### src/rtl/float_acc_ctrl.sv
// Streaming fp32 accumulator sequencer in front of a fixed-latency pipelined adder.
// Feeds operands and recirculated partial sums into the adder, then pair-reduces them.
module float_acc_ctrl #(
    parameter int unsigned LAT = 5
) (
    input  logic        CLK,
    input  logic        RESETn,
    input  logic        in_valid,
    output logic        in_ready,
    input  logic [31:0] in_data,
    input  logic        in_last,
    output logic [31:0] add_A,
    output logic [31:0] add_B,
    input  logic [31:0] add_result,
    output logic        out_valid,
    input  logic        out_ready,
    output logic [31:0] out_data,
    output logic        busy
);

    typedef enum logic [1:0] {StAccum, StReduce, StDone} state_e;

    state_e      state_q, state_d;
    logic [LAT:0] vld_q, vld_d;
    logic [31:0] h_q, h_d;
    logic        h_v_q, h_v_d;
    logic [31:0] add_a_d, add_b_d;
    logic [31:0] out_data_d;
    logic        out_valid_d;
    logic        issue;
    logic        ret;
    logic        accept;

    assign ret      = vld_q[LAT];
    assign in_ready = (state_q == StAccum);
    assign accept   = in_valid & in_ready;
    assign busy     = (state_q != StAccum) | (|vld_q);
    assign vld_d    = {vld_q[LAT-1:0], issue};

    always_comb begin
        state_d     = state_q;
        issue       = 1'b0;
        add_a_d     = 32'h0;
        add_b_d     = 32'h0;
        h_d         = h_q;
        h_v_d       = h_v_q;
        out_valid_d = out_valid;
        out_data_d  = out_data;

        unique case (state_q)
            StAccum: begin
                // A returning partial sum must be consumed this cycle, either
                // folded into the new operand or recirculated alone.
                if (accept) begin
                    issue   = 1'b1;
                    add_a_d = in_data;
                    add_b_d = ret ? add_result : 32'h0;
                    if (in_last) begin
                        state_d = StReduce;
                        h_v_d   = 1'b0;
                    end
                end else if (ret) begin
                    issue   = 1'b1;
                    add_a_d = add_result;
                end
            end
            StReduce: begin
                if (ret) begin
                    if (h_v_q) begin
                        issue   = 1'b1;
                        add_a_d = h_q;
                        add_b_d = add_result;
                        h_v_d   = 1'b0;
                    end else if (vld_q[LAT-1:0] == '0) begin
                        out_data_d  = add_result;
                        out_valid_d = 1'b1;
                        state_d     = StDone;
                    end else begin
                        h_d   = add_result;
                        h_v_d = 1'b1;
                    end
                end
            end
            StDone: begin
                if (out_ready) begin
                    out_valid_d = 1'b0;
                    state_d     = StAccum;
                end
            end
            default: begin
                state_d = StAccum;
            end
        endcase
    end

    always_ff @(posedge CLK or negedge RESETn) begin
        if (!RESETn) begin
            state_q   <= StAccum;
            vld_q     <= '0;
            h_q       <= 32'h0;
            h_v_q     <= 1'b0;
            add_A     <= 32'h0;
            add_B     <= 32'h0;
            out_valid <= 1'b0;
            out_data  <= 32'h0;
        end else begin
            state_q   <= state_d;
            vld_q     <= vld_d;
            h_q       <= h_d;
            h_v_q     <= h_v_d;
            add_A     <= add_a_d;
            add_B     <= add_b_d;
            out_valid <= out_valid_d;
            out_data  <= out_data_d;
        end
    end

endmodule

### config.mk
export PLATFORM = sky130hd
export DESIGN_NAME = float_acc_ctrl
export DESIGN_NICKNAME = d
export VERILOG_FILES = /design/src/rtl/float_acc_ctrl.sv
export SDC_FILE = /design/constraint.sdc
export NUM_CORES = 1
export LEC_CHECK = 0
export CAP_MARGIN = 20
export CORE_AREA = 2 2 107 109
export DETAILED_ROUTE_END_ITERATION = 16
export DIE_AREA = 0 0 109 111
export PLACE_DENSITY = 0.9
export SLEW_MARGIN = 20
export SYNTH_ARGS = -nofsm -noshare
export SYNTH_HDL_FRONTEND = slang
export SYNTH_SLANG_ARGS = --single-unit
### constraint.sdc
create_clock -name CLK -period 5.2 [get_ports CLK]
set_clock_uncertainty 0.2 [all_clocks]
set_input_delay 1.56 -clock CLK [delete_from_list [all_inputs] [get_ports CLK]]
set_output_delay 1.56 -clock CLK [all_outputs]
set_load 0.03 [all_outputs]
==> metrics.log <==
INFO  metric htreeDepth = 4
INFO  metric initial_standard_cell_utilization_of_the_core = 47.0%
INFO  metric dp_worst_setup_slack = 1.10 ns
INFO  metric die_height = 111 microns
INFO  metric worst-endpoint-arrival = 2.77 ns
INFO  metric placement_rows = 39
INFO  metric vias_in_the_first_global_route = 3,953
INFO  metric final_nets = 619
INFO  metric gp_congestion = ~0.81
INFO  metric postLayoutSetupSlackWorst = 0.667 ns
INFO  metric root_buffer_cell = sky130_fd_sc_hd__clkbuf_16
INFO  metric area_delta_synth_final = 47.9%
INFO  metric worst_path_cell_chain = or4_1 > or4b_2 > clkdlybuf4s50_1
INFO  metric switching_share = 33.2%
INFO  metric antenna_cells = 0
INFO  metric yosys.area.top_type = sky130_fd_sc_hd__dfrtp_1
INFO  metric ys.flop_type = sky130_fd_sc_hd__dfrtp_1
INFO  metric syn_area_per_cell = 13.7 sq um
INFO  metric synth_nets = ~450
INFO  metric grt_util_all_layers = 22.8%
INFO  metric clock_power_share = 28.3%
INFO  metric worst_slew_pin_slew = 1.01 ns
INFO  metric netSwitchingPower = roughly 1.5 mW
INFO  metric achievable-frequency = 221 MHz
INFO  metric portBuffers = 167
INFO  metric fin_tns_setup = 0 ns
INFO  metric path_clk_slew = roughly 0.06 ns
INFO  metric synth.top_cells.by_count = sky130_fd_sc_hd__dfrtp_1 (138), sky130_fd_sc_hd__nand2_1 (65), sky130_fd_sc_hd__mux2_2 (64), sky130_fd_sc_hd__a32oi_1 (32), sky130_fd_sc_hd__and2_1 (32)
INFO  metric run_status = finished clean
INFO  metric postSynth.asyncResetShare = 100%
INFO  metric synth.lib_cells_used.distinct = 29
INFO  metric postSynthRegisterBits = 138
INFO  metric drive_gt1_share = 20.4%
INFO  metric ys_warn_count = 0
INFO  metric synthMostInstantiatedCell = sky130_fd_sc_hd__dfrtp_1
INFO  metric critical_path_class = reg -> out
INFO  metric setup_viol = 0
INFO  metric critPathRequiredTime = 3.44 ns
INFO  metric final.fill_count = 748
INFO  metric grt_antenna_before_repair = 0
INFO  metric utilization = 69.5%
INFO  metric clock-sinks = 138
INFO  metric number_of_remaining_drc_errors = 0
INFO  metric synth_seq_area_share = 66.3%
INFO  metric unrepaired_setup_endpoints_after_global_routing = no
INFO  metric timing.max_slew.rel_slack = approximately 33%
INFO  metric route.final.wire_length = 13,400 microns
INFO  metric end_kind = primary output
INFO  metric p_seq_share = a little over a third
INFO  metric power.combinational.fraction = 36.2%
INFO  metric via_count = 3,759
INFO  metric max_stage_delay = 0.70 ns
INFO  metric final-hold-violation-count = 0
INFO  metric report.final.slew_viol_count = 0
INFO  metric timing.max_cap.violations = 0
INFO  metric crit_slowest_cell = sky130_fd_sc_hd__or4b_2
INFO  metric grt_max_degree = 68
INFO  metric clock_insertion_delay_worst_skew = 0.41 ns
INFO  metric cts.path.max_buffers = 2
INFO  metric route.antenna.remaining_nets = 0
INFO  metric cts_resizes = 0
INFO  metric wire_per_inst = 18.9 microns
INFO  metric hp-start = vld_q[4]
INFO  metric syn-cell-area = 5200 sq um
INFO  metric dieArea = 12,100 sq um
INFO  metric total_power_divided_by_cell_area = 603 nW/um^2
INFO  metric cts_tree = yes
INFO  metric cellInternalPower = 3.10 mW
INFO  metric cts_made_buffers = 17
INFO  metric die-width = 109 microns
INFO  metric routed_vias_inst = 5.32
INFO  metric postCtsSetupBuffers = 0
INFO  metric dr.pass1.iters = 4
INFO  metric netlist_instances = 380
INFO  metric num_io_pins = 168
INFO  metric globalRouteOverflowTotal = 0
INFO  metric power_leakage = around 3.5 nW
INFO  metric number_of_buffers_inserted_by_hold_repair_at_cts = 0
INFO  metric grt_pass1_wl = just over 20,000 microns
INFO  metric critPathBufInv = 1
INFO  metric reg2reg_from = state_q[0]
INFO  metric synthDominantCellAreaShare = 66.3%
INFO  metric synth_enable_flop_cells = 0
INFO  metric detail_route.iter0.violations = 178
INFO  metric ir_drop = 0.331 mV
INFO  metric critical_path.startpoint_type = flop
INFO  metric period_needed = 4.53 ns
INFO  metric hold_class = reg -> reg
INFO  metric place_hpwl = between 8000 and 9000 microns
INFO  metric timing.critical_path.from = vld_q[0]
INFO  metric post_synth_main_area_contributors = sky130_fd_sc_hd__dfrtp_1 (66%), sky130_fd_sc_hd__mux2_2 (14%), sky130_fd_sc_hd__a32oi_1 (5.4%)
INFO  metric timing.critical_path.max_delay_family = simple AND/OR/NAND/NOR gates
INFO  metric cp_max_fo = 4
INFO  metric core = 11,100 sq um
INFO  metric post-route-period-util = 87.2%
## flip-flops by register name (all words and copies together), names as in the netlist
signal and cells:
add_A 32, add_B 32, h_q 32, h_v_q 1, out_data 32, out_valid 1
state_q 2, vld_q 6
## power by group through the flow
stage               sequential, mW  clock, mW  combinational (mW)
global placement              1.63          0                1.62
detailed placement            1.66          0                1.66
floorplan                     2.05          0               0.575
CTS                           1.65       1.34                1.68
global route                  1.69       1.38                1.76
finish                        1.65       1.31                1.68
## area by class of cell
cell class	instances	area, sq um	share of cell area, %
sequential	138	3450	44.9
tap	143	179	2.32
timing repair buffer	177	1760	22.9
clock inverter	10	163	2.11
clock buffer	22	494	6.42
inverter	1	3.75	0.0488
multi-input combinational	215	1640	21.3
## worst paths after layout
path	to	slack, ns	cells past startpoint
setup / recovery	busy	0.67	3
hold / removal	vld_q[5]	0.18	0
setup reg to reg	out_data[6]	1.93	4
hold reg to reg	vld_q[5]	0.18	0
max in group asynchronous	h_q[3]	2.97	2
min in group asynchronous	vld_q[1]	0.93	1
## layout by cell type (no fill, tap or decap), types with 2 or more instances in the layout
| cell | instances |
|---|---|
| sky130_fd_sc_hd__a32oi_1 | 32 |
| sky130_fd_sc_hd__clkbuf_8 | 5 |
| sky130_fd_sc_hd__nand3b_1 | 2 |
| sky130_fd_sc_hd__nand2_1 | 65 |
| sky130_fd_sc_hd__buf_4 | 9 |
| sky130_fd_sc_hd__clkinv_4 | 2 |
| sky130_fd_sc_hd__o21ai_0 | 2 |
| sky130_fd_sc_hd__and2_1 | 32 |
| sky130_fd_sc_hd__clkinv_2 | 2 |
| sky130_fd_sc_hd__clkinvlp_4 | 2 |
| sky130_fd_sc_hd__clkdlybuf4s50_1 | 165 |
| sky130_fd_sc_hd__dfrtp_1 | 138 |
| sky130_fd_sc_hd__bufinv_16 | 4 |
| sky130_fd_sc_hd__a21oi_1 | 2 |
| sky130_fd_sc_hd__clkbuf_16 | 17 |
| sky130_fd_sc_hd__mux2_2 | 64 |
## cell families after synthesis
| kind of cell | Yosys count | share of synthesized area, % |
|---|---|---|
| buffers and inverters | 27 | 2.64 |
| AND/OR/NAND/NOR | 112 | 10.9 |
| flip-flops | 138 | 66.3 |
| AO/OA/AOI/OAI | 38 | 6.08 |
| multiplexers | 65 | 14.0 |
## routing by layer
metal	global-route usage (%)	wire, microns	vias up	part of all wire, %
met3	6.82	952	28	7.1
met5	0	0	-	0
met4	11.2	312	0	2.3
met2	37.5	6930	162	52
li1	-	-	1668	-
met1	26.9	5180	1901	39
## per-stage QoR
stage	hold slack [ns]	std cells	area, sq um	power [mW]
global route	0.193	706	7700	4.84
floorplan	0.146	380	5200	2.62
finish	0.175	706	7700	4.64
global placement	0.153	673	7010	3.25
CTS	0.183	705	7670	4.66
detailed placement	0.163	673	7010	3.32
Note: power is estimated with default switching activity, not from simulation.
